[config.mk]
export PLATFORM = sky130hd
export DESIGN_NAME = gcd_scheduler
export DESIGN_NICKNAME = d
export VERILOG_FILES = /design/src/rtl/gcd_pkg.sv /design/src/rtl/gcd_processor.sv /design/src/rtl/gcd_rr_arbiter.sv /design/src/rtl/gcd_scheduler.sv
export SDC_FILE = /design/constraint.sdc
export NUM_CORES = 1
export LEC_CHECK = 0
export BUFFER_PORTS_ARGS = -buffer_cell sky130_fd_sc_hd__buf_2
export CORE_MARGIN = 5
export CORE_UTILIZATION = 29
export DETAILED_ROUTE_END_ITERATION = 8
export GPL_TIMING_DRIVEN = 0
export PLACE_DENSITY = 0.59
export SLEW_MARGIN = 10
export SYNTH_ARGS = -nofsm -noshare
export SYNTH_HDL_FRONTEND = slang
export SYNTH_SLANG_ARGS = --single-unit
export TNS_END_PERCENT = 50
[constraint.sdc]
create_clock -name clk_i -period 2.4 [get_ports clk_i]
set_input_delay 0 -clock clk_i [delete_from_list [all_inputs] [get_ports clk_i]]
set_output_delay 0 -clock clk_i [all_outputs]
set_load 0.01 [all_outputs]
[src/rtl/gcd_pkg.sv]
// gcd_pkg: scheduler state encoding and default operand width shared by the GCD slice.
package gcd_pkg;
    localparam int BIT_LEN_DEF = 8;
    typedef enum logic [1:0] {
        IDLE    = 2'd0,
        LAUNCH  = 2'd1,
        WAIT    = 2'd2,
        RESPOND = 2'd3
    } sched_state_t;
endpackage

[src/rtl/gcd_processor.sv]
// gcd_processor: subtractive Euclid datapath; done pulses while busy once an operand is zero or both match.
module gcd_processor import gcd_pkg::*; #(
    parameter int BIT_LEN = BIT_LEN_DEF
) (
    input  logic               clk_i,
    input  logic               reset_n,
    input  logic               start,
    input  logic [BIT_LEN-1:0] num_0,
    input  logic [BIT_LEN-1:0] num_1,
    output logic               busy,
    output logic               done,
    output logic [BIT_LEN-1:0] gcd_op
);
    logic [BIT_LEN-1:0] a, b;
    logic               fin;
    assign fin    = (a == '0) || (b == '0) || (a == b);
    assign done   = busy && fin;
    assign gcd_op = (a == '0) ? b : a;
    always_ff @(posedge clk_i or negedge reset_n) begin
        if (!reset_n) begin
            busy <= 1'b0;
            a    <= '0;
            b    <= '0;
        end else if (start) begin
            busy <= 1'b1;
            a    <= num_0;
            b    <= num_1;
        end else if (busy) begin
            if (fin) busy <= 1'b0;
            else if (a > b) a <= a - b;
            else b <= b - a;
        end
    end
endmodule

[src/rtl/gcd_rr_arbiter.sv]
// gcd_rr_arbiter: combinational round-robin pick of the first set request at or above rr_ptr.
module gcd_rr_arbiter #(
    parameter int NUM_REQ = 4,
    parameter int IW      = 2
) (
    input  logic [NUM_REQ-1:0] req,
    input  logic [IW-1:0]      rr_ptr,
    output logic               any_req,
    output logic [IW-1:0]      grant
);
    logic [IW-1:0] idx;
    assign any_req = |req;
    // Scan offsets from far to near so the nearest set bit wins.
    always_comb begin
        grant = '0;
        idx   = '0;
        for (int i = NUM_REQ - 1; i >= 0; i--) begin
            idx = IW'((int'(rr_ptr) + i) % NUM_REQ);
            if (req[idx]) grant = idx;
        end
    end
endmodule

[src/rtl/gcd_scheduler.sv]
// gcd_scheduler: round-robin sharing of one GCD datapath between NUM_REQ level-request clients.
module gcd_scheduler import gcd_pkg::*; #(
    parameter int BIT_LEN = BIT_LEN_DEF,
    parameter int NUM_REQ = 4
) (
    input  logic                       clk_i,
    input  logic                       reset_n,
    input  logic [NUM_REQ-1:0]         req_i,
    input  logic [NUM_REQ*BIT_LEN-1:0] num_0_i,
    input  logic [NUM_REQ*BIT_LEN-1:0] num_1_i,
    output logic [NUM_REQ-1:0]         ack_o,
    output logic [NUM_REQ-1:0]         rsp_valid_o,
    output logic [BIT_LEN-1:0]         rsp_gcd_o,
    output logic                       busy_o
);
    localparam int IW = $clog2(NUM_REQ);
    sched_state_t       state, state_nx;
    logic [IW-1:0]      rr_ptr, grant, grant_idx;
    logic               any_req, dp_start, dp_busy, dp_done;
    logic [BIT_LEN-1:0] op_0, op_1, result_reg, dp_gcd;
    gcd_rr_arbiter #(.NUM_REQ(NUM_REQ), .IW(IW)) u_arb (
        .req     (req_i),
        .rr_ptr  (rr_ptr),
        .any_req (any_req),
        .grant   (grant)
    );
    gcd_processor #(.BIT_LEN(BIT_LEN)) u_dp (
        .clk_i   (clk_i),
        .reset_n (reset_n),
        .start   (dp_start),
        .num_0   (op_0),
        .num_1   (op_1),
        .busy    (dp_busy),
        .done    (dp_done),
        .gcd_op  (dp_gcd)
    );
    always_ff @(posedge clk_i or negedge reset_n) begin
        if (!reset_n) state <= IDLE;
        else state <= state_nx;
    end
    always_ff @(posedge clk_i or negedge reset_n) begin
        if (!reset_n) begin
            rr_ptr     <= '0;
            grant_idx  <= '0;
            op_0       <= '0;
            op_1       <= '0;
            result_reg <= '0;
        end else begin
            if (state == IDLE && any_req) begin
                op_0      <= num_0_i[int'(grant)*BIT_LEN +: BIT_LEN];
                op_1      <= num_1_i[int'(grant)*BIT_LEN +: BIT_LEN];
                grant_idx <= grant;
                rr_ptr    <= (grant == IW'(NUM_REQ - 1)) ? '0 : grant + 1'b1;
            end
            if (state == WAIT && dp_done) result_reg <= dp_gcd;
        end
    end
    always_comb begin
        state_nx = state;
        case (state)
            IDLE:    state_nx = any_req ? LAUNCH : IDLE;
            LAUNCH:  state_nx = WAIT;
            WAIT:    state_nx = dp_done ? RESPOND : WAIT;
            default: state_nx = IDLE;
        endcase
    end
    // ack is combinational on req, so it is gated by reset to stay quiet while reset is held.
    always_comb begin
        ack_o       = (reset_n && state == IDLE && any_req) ? NUM_REQ'(1) << grant : '0;
        rsp_valid_o = (state == RESPOND) ? NUM_REQ'(1) << grant_idx : '0;
        dp_start    = state == LAUNCH;
        busy_o      = state != IDLE || dp_busy;
        rsp_gcd_o   = result_reg;
    end
endmodule

-- Word level (Yosys, flattened, before mapping)
Index checks and enable logic that the tools add are counted.
- bits of input ports: 70
- output and inout port bits: 17
- word-level logic and storage cells: 78
- register bits after elaboration: 47
- shift operators: 4
- muxes and demuxes: 30
- add/sub/neg operators: 6
- reduce and logical (&&, ||, !) cells: 17
- magnitude comparators: 5
- equal/unequal tests: 7
- operators by type and width (kind ; count):
    two-way mux 8 bit ; 9
    variable part select 32 x 6 -> 8 bit ; 2
    zero test 8 bit ; 2
    subtractor 8 bit ; 2
    < comparator 2 x 3 -> 1 bit, second input constant ; 4
    two-way mux 2 bit ; 5
    two-way mux 1 bit ; 9
    binary-select mux 1 bit (select 2 bit) ; 4
    == test 8 bit ; 1
    > comparator 8 bit ; 1
    two-way mux 4 bit ; 2
    left shift 1 x 2 -> 4 bit, first input constant ; 2
    == test 2 bit, second input constant ; 3
    one-hot mux 2 bit (3 select lines) ; 1
    AND reduction 3 bit ; 2
    nonzero test 2 bit ; 3
    logical AND 1 bit ; 5
    adder 2 x 1 -> 2 bit, second input constant ; 2
    adder 2 bit, second input constant ; 2
    inequality test 2 bit, second input constant ; 2
    OR reduction 4 bit ; 1
    logical OR 1 bit ; 3
    == test 2 x 1 -> 1 bit, second input constant ; 1
    zero test 2 bit ; 1

-- Depth between registers and ports, before layout
- depth in word-level cells: 9
- gate-level depth with buffers: 10
- mapped depth without buffers: 9

-- Modules after synthesis
From an unflattened synthesis, not the netlist that was laid out.
- cells, all modules: 329
- area, all modules: 3488.3 µm²
- by module, submodules not included (module ; cells each ; instances ; area an instance (µm²) ; sequential area each (µm²)):
    gcd_scheduler ; 109 ; 1 ; 1739.2 ; 750.7
    gcd_processor ; 207 ; 1 ; 1671.6 ; 425.4
    gcd_rr_arbiter ; 13 ; 1 ; 77.6 ; 0.0

-- Worst setup path before layout
No wires, ideal clock.
- path type: register to register
- from: register u_dp.b[5]
- to: register u_dp.b[5]
- arrival time: 2.076 ns
- setup time: 0.080 ns
- cell stages (with the launch flop): 11
- path slack: 0.244 ns
- buffers on the path: 2
- path through: dfrtp_1 -> inv_1 -> ha_1 -> buf_6 -> a21o_1 -> a21o_1 -> a221oi_2 -> nand2b_1 -> buf_6 -> or2_4 -> o211ai_2
- cells in the longest elaborated chain, start to end: 5
- RTL lines (what ; line ; text):
    start, declared ; gcd_processor.sv:14 ; logic [BIT_LEN-1:0] a, b;
    start signal, assigned ; gcd_processor.sv:27 ; b <= num_1;
    start signal, assigned ; gcd_processor.sv:31 ; else b <= b - a;
    subtractor 8 bit / zero test 8 bit (equally long branches) ; gcd_processor.sv:31, gcd_processor.sv:16 ;
    two-way mux 8 bit / logical OR 1 bit (equally long branches) ; gcd_processor.sv:30, gcd_processor.sv:16 ;
    two-way mux 8 bit / logical OR 1 bit (equally long branches) ; gcd_processor.sv:29, gcd_processor.sv:16 ;
    two-way mux 8 bit / inequality test 2 bit (equally long branches) ; n/a ;
    two-way mux 8 bit / AND reduction 3 bit (equally long branches) ; n/a ;
Parallel ways exist; a longest one is shown, timed or not. The select of a mux whose other input is x is not followed.
A chain may end at the register's enable or synchronous reset.

-- Worst setup path after layout
Same ends and word-level chain as after synthesis.

==> flow_metrics.tcl <==
set metrics [dict create \
    nets 568 \
    syn_nets 473 \
    cts_sinks 47 \
    cts_tree "built" \
    clk_pin_slew_ps 70 \
    routed_wirelength_mm 9.07 \
    syn_area_per_cell_um2 9.21 \
    startpoint_type "flop" \
    synth_top_area_share_pct 33.9 \
    critPathLaunch "u_dp.b[5]" \
    fin_crit_sh_pct 98.3 \
    status "complete, no violations" \
    antennaDiodeCount 0 \
    max-clock-path-buffers 2 \
    coreArea_um2 11900 \
    die_w_um 119 \
    p_leak_uw 0.00210 \
    antenna_found_initial 0 \
    ys_ff_latch 47 \
    synth_ff_type "dfrtp_1" \
    intPower_uw 3540 \
    numCtsBuffers 5 \
    r2r_setup_slack_ps 40 \
    seqPwrFrac_pct 25.0 \
    vdd_ir_drop_max_mv 0.447 \
    grt_pass1_vias 3153 \
    die_h_um 119 \
    drive_gt1_share_pct 30.7 \
    max-slew-margin-rel_pct 46.1 \
    synth-edff-count 0 \
    placed_area_um2 4090 \
    final.setup.tns_ps 0 \
    fin_worst_skew_ps 5.15 \
    regArea_um2 1180 \
    syn_area_um2 3470 \
    fin_crit_ps 2360 \
    fmax_ghz 0.424 \
    grt_pass1_wl_mm 15.2 \
    synth_commonest_cells "dfrtp_1 (47), nand2_1 (44), mux2i_1 (40), o21ai_0 (31), inv_1 (29)" \
    fillers 1211 \
    end_kind "flop" \
    comb_power_share_pct 64.4 \
    ant_nets 0 \
    worstHoldStart "num_0_i[0]" \
    stdcell_area_um2 4310 \
    p_per_area_nw_per_um2 1520 \
    viasPerCell 4.88 \
    async_reset_ff_share_pct 100 \
    setup_viol_count_final 0 \
    cts.htree.levels 2 \
    start_util_pct 29.3 \
    rsz0062_at_grt "true" \
    synth.most_common_cell "dfrtp_1" \
    arrival_ps 2570 \
    hpwl_mm 7.24 \
    syn_inst 377 \
    p_sw_share_pct 46.0 \
    synth_cell_types 52 \
    drc_errors 0 \
    first_pass_iters 4 \
    required_ps 2610 \
    place_congestion 0.864 \
    finalMaxSlewViolations 0 \
    p_sw_uw 3020 \
    path_class "flop to flop" \
    clock_power_share_pct 10.6 \
    cts-root-buf "clkbuf_16" \
    vias 3023 \
    num_io_pins 87 \
    drv_cap 0 \
    grt_max_degree 52 \
    hp-class "input pin to flop" \
    synth_warnings 0 \
    reg2reg_from "u_dp.b[5]" \
    drt_iter0_drc 79 \
    synth.area.top_cells "dfrtp_1 (34%), mux2i_1 (12%), ha_1 (8.6%)" \
    port-buffer-count 86 \
    wl_per_cell_um 14.6 \
    dieArea_um2 14300 \
    worst_pin_slew_ps 800 \
    grtUsageTotal_pct 12.9 \
    ys_seq_area_share_pct 33.9 \
    rows 40 \
    multiInputGateArea_um2 2090 \
    layout-area-overhead-vs-synth_pct 24.1 \
    yosysTopAreaCell "dfrtp_1" \
    worstSkewPairLatency_ps 290 \
    crit_path_max_fanout 10 \
    overflow 0 \
    finalHoldViolCount 0 \
]
-- worst max-delay path, cell delays in order (launching register included) --
cell      delay [ps]
dfrtp_2          430
inv_1             60
ha_1             310
buf_6            140
a21o_1           170
a21o_1           200
a221oi_4         310
nand2b_1         100
buf_6            160
or2_4            250
o211ai_2         150
-- cell type report --
type	instances	area share, %
multi-input combinational	280	48.4
inverter	29	2.53
timing repair buffer	88	10.4
clock inverter	3	0.552
clock buffer	5	2.90
buffer	21	3.43
tap	147	4.27
sequential	47	27.5
-- cells by family (layout without fill, tap and decap cells) --
family,after synthesis,in the layout,synth area share [%]
mux,56,56,16.7
simple gates,103,103,14.5
compound gates,88,88,16.2
xor+xnor,7,7,1.77
buf+inv,50,146,7.21
flops,47,47,33.9
fa+ha+maj,26,26,9.80
-- path summary, 6_finish.rpt --
kind | end | depth (start not counted)
min | op_0[0] | 4
max in group asynchronous | u_dp.b[1] | 2
min in group asynchronous | rsp_gcd_o[3] | 2
min reg2reg | op_1[6] | 2
max | u_dp.b[5] | 10
max reg2reg | u_dp.b[5] | 10
-- through the flow --
step           setup WS [ps]  util [%]  hold slack (ps)  instances  total power, µW
2_1_floorplan            244         -             -296        377             4640
3_3_place_gp           -83.7      34.5              245        610             5620
3_5_place_dp           -57.7      34.5              278        610             5710
4_1_cts                 14.4      35.9              159        619             6490
5_1_grt                -65.7      36.3              182        620             7210
6_report                40.7      36.3              168        620             6560
-- power by group through the flow --
stage | registers, µW | logic (µW) | clock network [µW]
3_5_place_dp | 1640 | 4070 | 0
6_report | 1640 | 4230 | 697
5_1_grt | 1700 | 4760 | 753
2_1_floorplan | 1520 | 3120 | 0
3_3_place_gp | 1610 | 4000 | 0
4_1_cts | 1620 | 4150 | 723
-- timing repair --
action                     4_1_cts  5_1_grt
gates cloned                     0        0
setup buffers                    0        1
hold buffers                     1        0
gates resized for setup          5       14
pin swaps                        1        2
hold endpoints to repair        47        0
setup endpoints to repair       11       27
-- registers in the layout, indices dropped and copies added, names as in the netlist --
| signal | count |
|---|---|
| rr_ptr | 2 |
| state | 2 |
| u_dp.a | 8 |
| u_dp.b | 8 |
| op_0 | 8 |
| rsp_gcd_o | 8 |
| grant_idx | 2 |
| u_dp.busy | 1 |
| op_1 | 8 |
-- per-layer routing --
metal	wire length, µm	global-route usage, %	share of wire, %
met4	104	3.22	1.1
met5	0	0	0
met3	480	2.33	5.3
met2	4460	22.2	49
met1	4020	16.7	44
-- cell usage in the layout, fill, tap and decap left out, types with 7 or more instances in the layout --
| cell | n |
|---|---|
| mux2i_1 | 40 |
| ha_1 | 24 |
| inv_1 | 29 |
| a21oi_1 | 25 |
| nor2_1 | 20 |
| o21ai_0 | 30 |
| buf_6 | 7 |
| dfrtp_2 | 7 |
| buf_2 | 89 |
| dfrtp_1 | 40 |
| mux2_2 | 16 |
| nand2_1 | 44 |
No activity file was read; power rests on OpenSTA's default activity.
